**config.mk**
```make
export PLATFORM = sky130hd
export DESIGN_NAME = seq_cla_subtractor
export DESIGN_NICKNAME = d
export VERILOG_FILES = /design/src/rtl/seq_cla_subtractor_pkg.sv /design/src/rtl/seq_cla_subtractor_slice.sv /design/src/rtl/seq_cla_subtractor.sv
export SDC_FILE = /design/constraint.sdc
export NUM_CORES = 1
export LEC_CHECK = 0
export ABC_AREA = 1
export CELL_PAD_IN_SITES_DETAIL_PLACEMENT = 2
export CELL_PAD_IN_SITES_GLOBAL_PLACEMENT = 2
export CORE_AREA = 2 2 81 83
export CTS_CLUSTER_SIZE = 16
export DETAILED_ROUTE_END_ITERATION = 12
export DIE_AREA = 0 0 83 85
export PLACE_DENSITY_LB_ADDON = 0.2
export SLEW_MARGIN = 0
export SYNTH_ARGS = -nofsm -noshare
export SYNTH_HDL_FRONTEND = slang
export SYNTH_SLANG_ARGS = --single-unit
```
**constraint.sdc**
```tcl
create_clock -name clk -period 2.05 [get_ports clk]
set_clock_uncertainty 0.05 [all_clocks]
set_input_delay 0.205 -clock clk [delete_from_list [all_inputs] [get_ports clk]]
set_output_delay 0.205 -clock clk [all_outputs]
set_load 0.01 [all_outputs]
```
**src/rtl/seq_cla_subtractor_pkg.sv**
```systemverilog
// Shared definitions for the sequential carry-lookahead subtractor:
// FSM state encoding and the width of one arithmetic slice.
package seq_cla_subtractor_pkg;

    localparam int SLICE_W = 4;

    typedef enum logic [1:0] {
        IDLE = 2'd0,
        CALC = 2'd1,
        DONE = 2'd2
    } state_t;

endpackage

```
**src/rtl/seq_cla_subtractor_slice.sv**
```systemverilog
// Combinational 4-bit carry-lookahead adder slice.
// All carries are formed in parallel from generate/propagate terms.
module cla_slice_4bit
    import seq_cla_subtractor_pkg::*;
(
    input  logic [SLICE_W-1:0] a,
    input  logic [SLICE_W-1:0] b,
    input  logic               cin,
    output logic [SLICE_W-1:0] sum,
    output logic               cout
);

    logic [SLICE_W-1:0] w_g;
    logic [SLICE_W-1:0] w_p;
    logic [SLICE_W:0]   w_c;

    assign w_g = a & b;
    assign w_p = a ^ b;

    // Two-level lookahead: no carry depends on a previously computed carry.
    assign w_c[0] = cin;
    assign w_c[1] = w_g[0] | (w_p[0] & cin);
    assign w_c[2] = w_g[1] | (w_p[1] & w_g[0]) | (w_p[1] & w_p[0] & cin);
    assign w_c[3] = w_g[2] | (w_p[2] & w_g[1]) | (w_p[2] & w_p[1] & w_g[0])
                  | (w_p[2] & w_p[1] & w_p[0] & cin);
    assign w_c[4] = w_g[3] | (w_p[3] & w_g[2]) | (w_p[3] & w_p[2] & w_g[1])
                  | (w_p[3] & w_p[2] & w_p[1] & w_g[0])
                  | (w_p[3] & w_p[2] & w_p[1] & w_p[0] & cin);

    assign sum  = w_p ^ w_c[SLICE_W-1:0];
    assign cout = w_c[SLICE_W];

endmodule

```
**src/rtl/seq_cla_subtractor.sv**
```systemverilog
// Sequential subtractor: A - B - Bin computed as A + ~B + ~Bin, one 4-bit
// slice per cycle through a single shared CLA slice, with valid/ready handshakes.
module seq_cla_subtractor
    import seq_cla_subtractor_pkg::*;
#(
    parameter int WIDTH = 8
) (
    input  logic             clk,
    input  logic             rst,
    input  logic [WIDTH-1:0] A,
    input  logic [WIDTH-1:0] B,
    input  logic             Bin,
    input  logic             in_valid,
    output logic             in_ready,
    output logic [WIDTH-1:0] Diff,
    output logic             Bout,
    output logic             Ovf,
    output logic             out_valid,
    input  logic             out_ready
);

    localparam int N     = WIDTH / SLICE_W;
    localparam int IDX_W = (N > 1) ? $clog2(N) : 1;
    localparam int MSB   = WIDTH - 1;

    state_t             r_state;
    state_t             w_next_state;

    logic [WIDTH-1:0]   r_a;
    logic [WIDTH-1:0]   r_b;
    logic               r_carry;
    logic [IDX_W-1:0]   r_idx;
    logic [WIDTH-1:0]   r_acc;
    logic [WIDTH-1:0]   r_diff;
    logic               r_bout;
    logic               r_ovf;

    logic               w_accept;
    logic               w_step;
    logic               w_last;
    logic [SLICE_W-1:0] w_a_slice;
    logic [SLICE_W-1:0] w_b_slice;
    logic [SLICE_W-1:0] w_sum;
    logic               w_cout;
    logic [WIDTH-1:0]   w_diff_final;

    assign w_a_slice = r_a[r_idx*SLICE_W +: SLICE_W];
    assign w_b_slice = ~r_b[r_idx*SLICE_W +: SLICE_W];
    assign w_last    = (r_idx == IDX_W'(N - 1));

    cla_slice_4bit u_slice (
        .a    (w_a_slice),
        .b    (w_b_slice),
        .cin  (r_carry),
        .sum  (w_sum),
        .cout (w_cout)
    );

    // NOTE: every signal driven here gets a default first, so no path leaves
    // it unassigned and no latch is inferred.
    always_comb begin
        w_next_state = r_state;
        in_ready     = 1'b0;
        out_valid    = 1'b0;
        w_accept     = 1'b0;
        w_step       = 1'b0;
        unique case (r_state)
            IDLE: begin
                in_ready = 1'b1;
                if (in_valid) begin
                    w_accept     = 1'b1;
                    w_next_state = CALC;
                end
            end
            CALC: begin
                w_step = 1'b1;
                if (w_last) begin
                    w_next_state = DONE;
                end
            end
            DONE: begin
                out_valid = 1'b1;
                if (out_ready) begin
                    w_next_state = IDLE;
                end
            end
            default: w_next_state = IDLE;
        endcase
    end

    // NOTE: sequential state uses non-blocking assignments so every register
    // samples values from before the edge, independent of statement order.
    always_ff @(posedge clk or posedge rst) begin
        if (rst) begin
            r_state <= IDLE;
        end else begin
            r_state <= w_next_state;
        end
    end

    // The visible Diff is only refreshed on the final slice, so it keeps the
    // previous result while a new operation is being accumulated in r_acc.
    always_comb begin
        w_diff_final = r_acc;
        w_diff_final[r_idx*SLICE_W +: SLICE_W] = w_sum;
    end

    always_ff @(posedge clk or posedge rst) begin
        if (rst) begin
            r_a     <= '0;
            r_b     <= '0;
            r_carry <= 1'b0;
            r_idx   <= '0;
            r_acc   <= '0;
            r_diff  <= '0;
            r_bout  <= 1'b0;
            r_ovf   <= 1'b0;
        end else if (w_accept) begin
            r_a     <= A;
            r_b     <= B;
            r_carry <= ~Bin;
            r_idx   <= '0;
        end else if (w_step) begin
            r_acc[r_idx*SLICE_W +: SLICE_W] <= w_sum;
            r_carry <= w_cout;
            r_idx   <= r_idx + 1'b1;
            if (w_last) begin
                r_diff <= w_diff_final;
                r_bout <= ~w_cout;
                r_ovf  <= (r_a[MSB] != r_b[MSB]) && (w_sum[SLICE_W-1] != r_a[MSB]);
            end
        end
    end

    assign Diff = r_diff;
    assign Bout = r_bout;
    assign Ovf  = r_ovf;

endmodule
```
==> results.sh, run 1 <==
export IMPL_row_count=29
export IMPL_ioPinCount=33
export IMPL_antenna_left=0
export IMPL_cts_hold_buf=0
export IMPL_worst_pin_slew_ns=0.442
export IMPL_grt_max_degree=35
export IMPL_pwr_density_cell_nw_per_um2=1790
export IMPL_die_area_um2=7060
export IMPL_critPathArrivalTime_ns=2.01
export IMPL_tns_ns=0
export IMPL_cts_tree="done"
export IMPL_period_share=0.927
export IMPL_r2r_start="r_idx"
export IMPL_dp_hpwl_um=2720
export IMPL_initial_core_util=0.263
export IMPL_end_kind="flip-flop"
export IMPL_slew_limit_headroom=0.706
export IMPL_setup_viol=0
export IMPL_ys_types=26
export IMPL_n_antenna_cell=0
export IMPL_critPathSlowestCell="dfrtp_2"
export IMPL_critPathCapture="r_carry"
export IMPL_grt_ovfl_total=0
export IMPL_fmax_mhz=526
export IMPL_yosysTopAreaCell="dfrtp_1"
export IMPL_finish_net_count=256
export IMPL_drc=0
export IMPL_grt_usage=0.116
export IMPL_synth_edff_count=0
export IMPL_portBuffers=32
export IMPL_synth_top_cell_area_share=0.521
export IMPL_die_x_um=83
export IMPL_synth_seq_cells=34
export IMPL_cts_max_level=2
export IMPL_hold_viol=0
export IMPL_clock_root_buffer="clkbuf_8"
export IMPL_path_clk_slew_ns=0.07
export IMPL_crit_fanout=8
export IMPL_worstRegToRegCells=11
export IMPL_grt_pass1_vias=1425
export IMPL_syn2layout_area_growth_pct=32.7
export IMPL_cts_buffers=5
export IMPL_core_area_um2=6200
export IMPL_cpMostUsedCell="nand2_1"
export IMPL_yosysSeqAreaShare=0.521
export IMPL_drt_iter0_markers=16
export IMPL_synth_nets=216
export IMPL_r2r_setup_slack_ns=0.15
export IMPL_finalNonFillerCells=308
export IMPL_leakagePower_nw=1.06
export IMPL_synth_area_per_cell_um2=8.59
export IMPL_cp_required_ns=2.16
export IMPL_synthFlopType="dfrtp_1"
export IMPL_ir_worst_vdd_mv=0.484
export IMPL_place_congestion=0.706
export IMPL_cts_buffer_depth=2
export IMPL_outcome="complete, no violations"
export IMPL_dp_cells=296
export IMPL_synthArstFlopShare=1.00
export IMPL_hold_path_class="input port to async pin"
export IMPL_grt_pass1_wl_um=6580
export IMPL_holdWs_ns=0.274
export IMPL_cp_start_kind="flip-flop"
export IMPL_crit_chain="buf_12, nand2_1, o21ai_0, ha_1, or2_0, nand2_2, nand2_2, nand2_4, nand2_1, nand2_1, o211ai_1"
export IMPL_crit_start="r_idx"
export IMPL_antenna_found_initial=0
export IMPL_drive_above_1_share=0.134
export IMPL_routed_wl_um=3770
export IMPL_syn_inst=190
export IMPL_die_h_um=85
export IMPL_drt_first_pass_iters=2
export IMPL_vias=1351
export IMPL_yosys_top_cells_area="dfrtp_1 (52%), nand2_1 (17%), inv_1 (3.9%)"
export IMPL_reg2reg_to="r_carry"
export IMPL_drv_slew=0
export IMPL_yosysWarnings=0
export IMPL_critical_path_max_stage_delay_ns=0.43
export IMPL_synth_area_um2=1630
export IMPL_max_cap_violations=0
export IMPL_clock_sinks=34
export IMPL_fin_crit_ns=1.90
export IMPL_crit_type="flip-flop to flip-flop"
export IMPL_viasPerCell=4.39
export IMPL_clk_latency_ns=0.28
export IMPL_wl_per_cell_um=12.2
worst max-delay path, delay by kind of cell (launching register included):
| family | cells | cell delay [ns] |
|---|---|---|
| compound gates | 2 | 0.15 |
| simple gates | 7 | 0.68 |
| fa+ha+maj | 1 | 0.34 |
| buf+inv | 1 | 0.14 |
| flops | 1 | 0.43 |
routing by layer:
layer	global-route usage	vias to the layer above	wire length, um
met1	0.134	653	1690
met5	0	-	0
li1	-	672	-
met3	0.0263	4	118
met2	0.211	22	1920
met4	0.0402	0	38
state kept, by name, summed over array words and instances, names as in the netlist:
signal   count
Bout         1
Diff         8
Ovf          1
r_a          8
r_acc        4
r_b          8
r_carry      1
r_idx        1
r_state      2
layout by cell type, fill, tap and decap left out, drive strengths merged:
master / count
dfrtp: 34
nand3: 8
xor2: 2
nand2: 80
or2: 1
o211ai: 1
clkbuf: 8
nand3b: 1
nor2: 5
clkdlybuf4s50: 32
inv: 20
clkinv: 2
o31ai: 1
nand4: 1
buf: 6
ha: 4
fa: 1
o21ai: 24
final cells by class:
class                      instances  area [um2]
sequential                        34         852
fill                             731        4040
inverter                          21        85.1
clock buffer                       7        86.3
multi-input combinational        129         656
tap                               77        96.3
timing repair buffer              39         385
clock inverter                     1        5.00
where the power goes:
part | internal [mW] | switching (mW) | total (mW)
Clock | 0.271 | 0.240 | 0.511
Combinational | 0.940 | 1.24 | 2.18
Sequential | 0.998 | 0.174 | 1.17
through the flow:
stage	utilization	area [um2]	total power [mW]	setup WS (ns)
floorplan	-	1630	2.60	0.144
finish	0.349	2170	3.87	0.150
detailed placement	0.326	2020	3.21	0.0145
CTS	0.341	2110	3.77	0.00551
global route	0.349	2170	4.32	-0.00602
global placement	0.326	2020	3.17	0.0773
kinds of logic (layout without fill, tap and decap cells):
| logic type | count (synthesis) | count (layout) | synth area share |
|---|---|---|---|
| simple gates | 96 | 96 | 0.251 |
| flops | 34 | 34 | 0.521 |
| buf+inv | 27 | 68 | 0.0821 |
| compound gates | 26 | 26 | 0.0920 |
| fa+ha+maj | 5 | 5 | 0.0429 |
| xor+xnor | 2 | 2 | 0.0107 |
Yosys cell counts (2+ instances only):
library cell,n
buf_2,3
buf_6,3
dfrtp_1,34
ha_1,4
inv_1,17
inv_2,2
nand2_1,76
nand2_2,3
nand3_1,7
nor2_1,3
o21ai_0,11
o21ai_1,9
o21ai_2,4
xor2_1,2
what timing repair did:
| item | 4_1_cts | 5_1_grt |
|---|---|---|
| gates resized for setup | 0 | 8 |
| setup buffers | 0 | 4 |
| endpoints found under the setup margin | 0 | 8 |
| endpoints found under the hold margin | 0 | 0 |
worst min path at each step:
stage | cells after the start | endpoint | slack (ns)
CTS | 3 | r_carry | 0.29
global route | 3 | r_state[1] | 0.32
floorplan | 1 | r_state[1] | 0.25
detailed placement | 2 | r_b[1] | 0.42
global placement | 2 | r_b[1] | 0.41
finish | 3 | Diff[7] | 0.27
Note: power is estimated with default switching activity, not from simulation.
==> run 2, diff against run 1 <==
--- a/config.mk
+++ b/config.mk
@@ -8,12 +8,13 @@
 export ABC_AREA = 1
 export CELL_PAD_IN_SITES_DETAIL_PLACEMENT = 2
 export CELL_PAD_IN_SITES_GLOBAL_PLACEMENT = 2
-export CORE_AREA = 2 2 81 83
+export CORE_AREA = 2 2 80 82
 export CTS_CLUSTER_SIZE = 16
 export DETAILED_ROUTE_END_ITERATION = 12
-export DIE_AREA = 0 0 83 85
+export DIE_AREA = 0 0 82 84
 export PLACE_DENSITY_LB_ADDON = 0.2
 export SLEW_MARGIN = 0
 export SYNTH_ARGS = -nofsm -noshare
 export SYNTH_HDL_FRONTEND = slang
+export SYNTH_HIERARCHICAL = 1
 export SYNTH_SLANG_ARGS = --single-unit
==> constraint.sdc (replaced) <==
create_clock -name clk -period 1.8 [get_ports clk]
set_clock_uncertainty 0.05 [all_clocks]
set_input_delay 0.18 -clock clk [delete_from_list [all_inputs] [get_ports clk]]
set_output_delay 0.18 -clock clk [all_outputs]
set_load 0.01 [all_outputs]
==> run 2 against run 1 <==
The run now ends with setup timing left. Count of clock-buffer cells in the layout decreased by 1. First-iteration DRC count increased by 110%. Worst hold slack worse by 0.033 ns. Die area shrank 2.4%. Routed wire length increased by 25%. Design area is 15% higher. Sequential power increased by 24%. Sequential share of layout area is 4.0 points lower. Core utilization rose by 5.9 points. Largest cell class unchanged. Highest routed layer unchanged.
==> results.sh, run 2 <==
export IMPL_outcome="complete, but fails checks"
export IMPL_violations="setup timing"
export IMPL_pre_cts_ws_ns=-0.268
export IMPL_grt_pass1_wl_um=8030
export IMPL_grt_max_degree=36
export IMPL_die_x_um=82
export IMPL_wl_per_cell_um=13.8
export IMPL_grt_usage=0.154
export IMPL_leakagePower_nw=1.25
export IMPL_period_share=1.06
export IMPL_yosysSeqAreaShare=0.511
export IMPL_multi_input_area_um2=872
export IMPL_synth_edff_count=0
export IMPL_clock_sinks=35
export IMPL_holdWs_ns=0.241
export IMPL_row_count=29
export IMPL_initial_core_util=0.281
export IMPL_max_cap_violations=0
export IMPL_cts_tree="done"
export IMPL_yosysWarnings=6
export IMPL_rsz0062_at_grt="true"
export IMPL_synth_seq_cells=35
export IMPL_hold_viol=0
export IMPL_final_cell_mix="nand2_1 (88), dfrtp_1 (34), clkdlybuf4s50_1 (32)"
export IMPL_yosysTopAreaCell="dfrtp_1"
export IMPL_path_clk_slew_ns=0.07
export IMPL_synthFlopType="dfrtp_1"
export IMPL_place_congestion=0.707
export IMPL_yosys_top_cells_area="dfrtp_1 (51%), nand2_1 (22%), nand3_1 (7.6%)"
export IMPL_cp_required_ns=1.93
export IMPL_drt_iter0_markers=34
export IMPL_crit_fanout=3
export IMPL_drt_first_pass_iters=4
export IMPL_cpMostUsedCell="nand2_1"
export IMPL_die_h_um=84
export IMPL_vias=1553
export IMPL_critPathArrivalTime_ns=2.04
export IMPL_pwr_density_cell_nw_per_um2=2290
export IMPL_ioPinCount=33
export IMPL_n_antenna_cell=0
export IMPL_antenna_left=0
export IMPL_worst_pin_slew_ns=0.461
export IMPL_viasPerCell=4.55
export IMPL_grt_pass1_vias=1668
export IMPL_hold_path_class="input port to async pin"
export IMPL_critPathSlowestCell="dfrtp_1"
export IMPL_clk_latency_ns=0.29
export IMPL_dp_hpwl_um=3440
export IMPL_fillers=687
export IMPL_critical_path_max_stage_delay_ns=0.40
export IMPL_fmax_mhz=524
export IMPL_antenna_found_initial=0
export IMPL_fin_crit_ns=1.91
export IMPL_syn2layout_area_growth_pct=45.0
export IMPL_synth_top_cell_area_share=0.511
export IMPL_routed_wl_um=4720
export IMPL_clock_root_buffer="clkbuf_8"
export IMPL_post_route_worst_setup_slack_ns=-0.108
export IMPL_grt_ovfl_total=0
export IMPL_setup_viol=8
export IMPL_die_area_um2=6890
export IMPL_portBuffers=32
export IMPL_ir_worst_vdd_mv=0.667
export IMPL_final_common_cell="nand2_1"
export IMPL_total_power_mw=5.69
export IMPL_worstRegToRegCells=12
export IMPL_synthArstFlopShare=1.00
export IMPL_fin_util=0.408
export IMPL_synth_nets=236
export IMPL_core_area_um2=6100
export IMPL_drv_slew=0
export IMPL_crit_chain="buf_6, mux2i_4, ha_4, or2_1, nand2_2, nand3_1, nand2_2, inv_2, nand3_1, nand2_1, nand2_1, nand2_1"
export IMPL_drc=0
export IMPL_tns_ns=-0.492
export IMPL_cts_buffers=5
export IMPL_yosysMostFrequentCell="nand2_1"
export IMPL_syn_inst=210
export IMPL_finish_net_count=290
export IMPL_cp_start_kind="flip-flop"
export IMPL_ys_types=23
export IMPL_ff_latch_area_um2=877
export IMPL_synth_common_cells="nand2_1 (99), dfrtp_1 (35), nand3_1 (26)"
export IMPL_cts_max_level=2
export IMPL_synth_area_um2=1710
export IMPL_end_kind="flip-flop"
export IMPL_cts_buffer_depth=2
export IMPL_drive_above_1_share=0.246
export IMPL_synth_area_per_cell_um2=8.16
export IMPL_crit_type="flip-flop to flip-flop"
export IMPL_slew_limit_headroom=0.692
## run 2: final timing paths
| path | to | start | slack (ns) |
|---|---|---|---|
| max in group asynchronous | r_state[0] | rst | 1.12 |
| worst min register to register | r_a[2] | r_a[2] | 0.42 |
| min in group clk | r_b[4] | B[4] | 0.39 |
| worst max-delay path | Ovf | r_idx | -0.11 |
| worst min-delay path | r_state[1] | rst | 0.24 |
| worst max register to register | Ovf | r_idx | -0.11 |
## run 2: routing by layer
layer  up-vias  GRT usage  wire length, um
met5         -          0                0
met4         0     0.0591               97
met3         8     0.0390              148
met2        28      0.263             2480
met1       750      0.180             1990
li1        767          -                -
## run 2: stage by stage
stage / std cells / area (um2)
6_report: 341 / 2480
5_1_grt: 341 / 2480
3_5_place_dp: 326 / 2220
3_3_place_gp: 326 / 2220
2_1_floorplan: 210 / 1750
4_1_cts: 338 / 2380
## run 2: cells by family (layout without fill, tap and decap cells)
group	Yosys count	after routing	share of synthesized area
and+or+nand+nor	138	138	0.350
DFF	35	35	0.511
buffers and inverters	21	75	0.0540
AOI/OAI and AO/OA	7	7	0.0219
adders and majority gates	5	5	0.0409
muxes	3	3	0.0175
xor gates and xnor gates	1	1	0.00511
## run 2: where the power goes
group / switching (mW) / internal (mW) / leakage, nW / total (mW)
Combinational: 1.90 / 1.76 / 0.763 / 3.66
Sequential: 0.284 / 1.16 / 0.437 / 1.45
Clock: 0.284 / 0.300 / 0.0470 / 0.585
## run 2: cell type report
type | count | share of cell area
Timing Repair Buffer | 54 | 0.200
Inverter | 14 | 0.0222
Clock buffer | 6 | 0.0332
Tap cell | 77 | 0.0388
Clock inverter | 1 | 0.00201
Multi-Input combinational cell | 154 | 0.351
Sequential cell | 35 | 0.353
## run 2: worst max-delay path, delay by kind of cell (launching register included)
family,cells,cell delay (ns)
DFF,1,0.40
buffers and inverters,2,0.18
and+or+nand+nor,8,0.69
adders and majority gates,1,0.23
muxes,1,0.25
## run 2: what timing repair did
item,in CTS,in global routing
hold buffers,0,0
setup endpoints to repair,10,13
setup buffers,5,3
pin swaps,4,11
gates resized for setup,10,22
==> run 3, diff against run 2 <==
--- a/config.mk
+++ b/config.mk
@@ -13,6 +13,7 @@
 export DETAILED_ROUTE_END_ITERATION = 12
 export DIE_AREA = 0 0 82 84
 export PLACE_DENSITY_LB_ADDON = 0.2
+export SETUP_SLACK_MARGIN = 0.4
 export SLEW_MARGIN = 0
 export SYNTH_ARGS = -nofsm -noshare
 export SYNTH_HDL_FRONTEND = slang
==> run 3 against run 2 <==
Worst hold slack better by 0.021 ns. Sequential power about the same. Register-to-register slack got worse by 0.08 ns. Routed wire length is 0.40% higher. First-iteration DRC count is 65% higher. The run still ends with setup timing left. Power is 3.2% lower. Maximum frequency fell by 4.0%. Global-route usage up 0.20 points. Cell count increased by 0.29%.
==> results.sh, run 3 (synthesis gave the netlist of run 2 again) <==
export IMPL_final_common_cell="nand2_1"
export IMPL_wl_met2_um=2410
export IMPL_antenna_found_initial=0
export IMPL_clock_root_buffer="clkbuf_8"
export IMPL_leakagePower_nw=1.30
export IMPL_rsz0062_at_grt="true"
export IMPL_place_congestion=0.771
export IMPL_n_antenna_cell=0
export IMPL_crit_type="flip-flop to flip-flop"
export IMPL_worst_pin_slew_ns=0.457
export IMPL_top_layer="met4"
export IMPL_cts_buffer_depth=2
export IMPL_cts_buffers=5
export IMPL_fin_util=0.410
export IMPL_post_route_worst_setup_slack_ns=-0.188
export IMPL_wl_per_cell_um=13.8
export IMPL_die_area_um2=6890
export IMPL_critPathArrivalTime_ns=2.16
export IMPL_wl_met1_um=2120
export IMPL_clk_latency_ns=0.29
export IMPL_max_cap_violations=0
export IMPL_outcome="complete, but fails checks"
export IMPL_ioPinCount=33
export IMPL_wl_met3_um=133
export IMPL_clock_sinks=35
export IMPL_fmax_mhz=503
export IMPL_viasPerCell=4.60
export IMPL_grt_ovfl_total=0
export IMPL_finalNonFillerCells=342
export IMPL_drt_iter0_markers=56
export IMPL_syn2layout_area_growth_pct=45.9
export IMPL_core_area_um2=6100
export IMPL_fillers=690
export IMPL_grt_max_degree=36
export IMPL_path_clk_slew_ns=0.07
export IMPL_grt_pass1_vias=1723
export IMPL_drc=0
export IMPL_pwr_density_cell_nw_per_um2=2200
export IMPL_violations="setup timing"
export IMPL_slew_limit_headroom=0.695
export IMPL_final_cell_mix="nand2_1 (93), dfrtp_1 (32), nand3_1 (22)"
export IMPL_dp_hpwl_um=3390
export IMPL_cp_start_kind="flip-flop"
export IMPL_cts_tree="done"
export IMPL_end_kind="flip-flop"
export IMPL_fin_crit_ns=1.99
export IMPL_placed_area_um2=2260
export IMPL_dp_cells=328
export IMPL_setup_viol=9
export IMPL_finish_net_count=290
export IMPL_die_x_um=82
export IMPL_cts_max_level=2
export IMPL_routed_wl_um=4740
export IMPL_initial_core_util=0.281
export IMPL_portBuffers=32
export IMPL_hold_path_class="input port to async pin"
export IMPL_antenna_left=0
export IMPL_die_h_um=84
export IMPL_row_count=29
export IMPL_period_share=1.10
export IMPL_drive_above_1_share=0.242
export IMPL_hold_viol=0
export IMPL_ir_worst_vdd_mv=0.607
export IMPL_crit_fanout=6
export IMPL_grt_pass1_wl_um=8270
export IMPL_fin_area_um2=2500
export IMPL_grt_usage=0.156
export IMPL_cts_hold_buf=0
export IMPL_drv_slew=0
export IMPL_holdWs_ns=0.262
export IMPL_drt_first_pass_iters=4
export IMPL_cp_required_ns=1.98
export IMPL_vias=1572
[run 3: where the power goes]
| group | switching, mW | total, mW | leakage [nW] | internal, mW |
|---|---|---|---|---|
| combinational | 1.81 | 3.45 | 0.818 | 1.63 |
| sequential | 0.271 | 1.44 | 0.435 | 1.17 |
| clock | 0.277 | 0.626 | 0.0515 | 0.349 |
| total | 2.36 | 5.51 | 1.30 | 3.15 |
[run 3: per-layer routing]
metal	vias up	GRT usage
li1	768	-
met1	773	0.198
met2	25	0.260
met3	6	0.0325
met4	0	0.0500
met5	-	0
[run 3: what timing repair did]
item | CTS | global route
pin swaps | 8 | 11
endpoints found under the hold margin | 0 | 0
setup endpoints to repair | 40 | 26
cloned | 0 | 0
setup buffers | 1 | 5
resized for setup | 23 | 19
[run 3: final timing paths]
kind                            startpoint          to  slack (ns)  cells past startpoint
worst max register to register       r_idx    r_acc[5]       -0.19                      9
worst min register to register     Diff[4]     Diff[4]        0.42                      2
max in group asynchronous              rst  r_state[1]        1.10                      3
worst max-delay path                 r_idx    r_acc[5]       -0.19                      9
worst min-delay path                   rst      r_a[0]        0.26                      3
min in group clk                  in_valid      r_b[6]        0.33                      3
[run 3: through the flow]
step	total power [mW]	setup TNS, ns	setup WS [ns]
after detailed placement	4.47	-1.91	-0.239
after global routing	6.12	-2.03	-0.275
after global placement	4.37	-0.661	-0.118
after floorplan	3.34	-0.0543	-0.0543
after CTS	5.32	-0.575	-0.106
final	5.51	-0.827	-0.188
[run 3: critical path: stages (launching register included)]
cell and delay [ns]:
dfrtp_2 0.48, buf_6 0.15, mux2i_4 0.28, inv_2 0.07
fa_2 0.35, xnor2_2 0.20, nand2_1 0.10, nand2_2 0.09
nand2_1 0.07, nand2_1 0.08
[run 3: layout make-up]
class                   instances  area (um2)  share of cell area
clock buffers                   8         100              0.0400
flip-flops and latches         35         880               0.352
inverters                      14        52.6              0.0210
well taps                      77        96.3              0.0385
repair buffers                 54         502               0.201
multi-input cells             154         871               0.348
==> variant 1: new RTL, flow settings as in run 1 <==
`WIDTH`: 8 -> 16.
--- a/src/rtl/seq_cla_subtractor.sv
+++ b/src/rtl/seq_cla_subtractor.sv
@@ -3,7 +3,7 @@
 module seq_cla_subtractor
     import seq_cla_subtractor_pkg::*;
 #(
-    parameter int WIDTH = 8
+    parameter int WIDTH = 16
 ) (
     input  logic             clk,
     input  logic             rst,
Interface: changed (resized A, B and Diff); port bits go from 33 to 57. The function was not compared with the original's and may differ.
==> variant 1 against run 1 <==
  * The flow now stops in global placement without I/O
  * Synthesized area grew 110%
==> variant 1: results <==
metrics = {
    "synthesis": {
        "synthArstFlopShare_pct": 100,
        "synth.avg_cell_area_sq_um": 8.99,
        "ys_ff_latch": 71,
        "yosys_warnings": 0,
        "synth.most_common_cell": "nand2_1",
        "yosys-top-cells-count": "nand2_1 (121), dfrtp_1 (71), inv_1 (40), o21ai_0 (28), mux2_2 (26)",
        "seq_area_frac_synth_pct": 51.4,
        "synth_ff_type": "dfrtp_1",
        "yosysUniqueCellTypes": 26,
        "synth_area_leaders": "dfrtp_1 (51%), nand2_1 (13%), mux2_2 (8.5%)",
        "synth_nets": 433,
    },
    "floorplanning": {
        "die_x_microns": 83,
    },
    "outcome": {
        "lastStage": "global placement without I/O",
        "error": "[ERROR FLW-0024] Place density exceeds 1.0 (current PLACE_DENSITY_LB_ADDON =  0.2). Please check if the value of  PLACE_DENSITY_LB_ADDON is between 0 and 0.99.",
        "status": "did not finish",
    },
}
==> variant 1: changes by cell type after synthesis, moves of 15 or more <==
cell / delta
a21oi_1: +15
dfrtp_1: +37
inv_1: +23
mux2_2: +26
nand2_1: +45
nor2_1: +20
o21ai_0: +17
==> variant 1: kinds of logic after synthesis <==
logic type / Yosys count / share of synthesized area [%]
AOI/OAI and AO/OA: 59 / 9.46
xor gates and xnor gates: 1 / 0.254
adders and majority gates: 12 / 4.57
buffers and inverters: 57 / 7.25
DFF: 71 / 51.4
muxes: 26 / 8.48
and+or+nand+nor: 158 / 18.6
==> variant 2: new RTL, settings of run 1 <==
Made on the original files. Register the output `Ovf` once more, without a reset; this adds one clock of latency there. The other outputs are not delayed to match.
--- a/src/rtl/seq_cla_subtractor.sv
+++ b/src/rtl/seq_cla_subtractor.sv
@@ -134,6 +134,8 @@
 
     assign Diff = r_diff;
     assign Bout = r_bout;
-    assign Ovf  = r_ovf;
+    always_ff @(posedge clk) begin
+        Ovf <= r_ovf;
+    end
 
 endmodule
Formal check against the unedited RTL: not equivalent (a bounded check fails within 4 cycles, from zero or initial values and one cycle with rst high).
==> variant 2 against run 1 <==
  * Global-route usage increased by 0.73 points
  * Via count increased by 1.3%
  * Total power increased by 2.5%
  * Synthesized area increased by 1.8%
  * Sequential cell count increased by 1
  * Routed wire length increased by 3.8%
  * Final cell count increased by 0.32%
  * Design area increased by 1.3%
  * Setup slack improved by 0.0076 ns
  * Largest power group unchanged
==> variant 2: results <==
metrics = {
    "outcome": {
        "status": "complete, no violations",
    },
    "sta": {
        "fin_hold_ws_ns": 0.263,
        "worstMarginPinSlew_ns": 0.444,
    },
    "pwr": {
        "power_leakage_uw": 0.00107,
        "internal_power_uw": 2260,
        "sw_frac_of_total_pct": 43.0,
    },
    "synthesis": {
        "yosysUniqueCellTypes": 27,
        "synth.avg_cell_area_sq_um": 8.74,
        "synthArstFlopShare_pct": 97.1,
        "synth_area_leaders": "dfrtp_1 (51%), nand2_1 (17%), inv_1 (4.3%)",
        "synth-xor-area-share_pct": 1.06,
        "seq_area_frac_synth_pct": 52.4,
    },
    "drt": {
        "met3_length_microns": 148,
        "m1WireLength_microns": 1720,
        "vias_per_cell": 4.43,
    },
    "place": {
        "place.gp.congestion": 0.725,
        "post-dp-hpwl_microns": 2890,
        "placed_area_sq_um": 2040,
        "dp_slack_ns": -0.0144,
    },
    "grt": {
        "grt.total_usage_pct": 12.3,
        "met1_usage_pct": 14.5,
    },
    "layout": {
        "fill_cells": 715,
        "seq_area_sq_um": 872,
    },
    "setup_path": {
        "rr_endpoint": "r_acc[2]$_DFFE_PP0P_",
    },
    "cts": {
        "post_cts_resized": 1,
    },
}
-- variant 2: cell families (layout without fill, tap and decap cells) --
kind of cell | after synthesis | in the layout
AND/OR/NAND/NOR | 94 | 94
flip-flops | 35 | 35
AO/OA/AOI/OAI | 27 | 27
buffers and inverters | 27 | 69
adder cells (fa/ha/maj) | 5 | 5
XOR/XNOR | 2 | 2
-- variant 2: how the worst max path moves through the flow --
stage,start,to,slack [ns],cells past startpoint
after CTS,r_idx$_DFFE_PP0P_,r_ovf$_DFFE_PP0P_,0.09,10
after global placement,r_idx$_DFFE_PP0P_,r_carry$_DFFE_PP0P_,0.08,9
after floorplan,r_idx$_DFFE_PP0P_,r_carry$_DFFE_PP0P_,0.14,12
after detailed placement,r_idx$_DFFE_PP0P_,r_carry$_DFFE_PP0P_,-0.01,9
after global routing,r_idx$_DFFE_PP0P_,Diff[7]$_DFFE_PP0P_,-0.03,12
final,r_idx$_DFFE_PP0P_,r_acc[2]$_DFFE_PP0P_,0.16,10
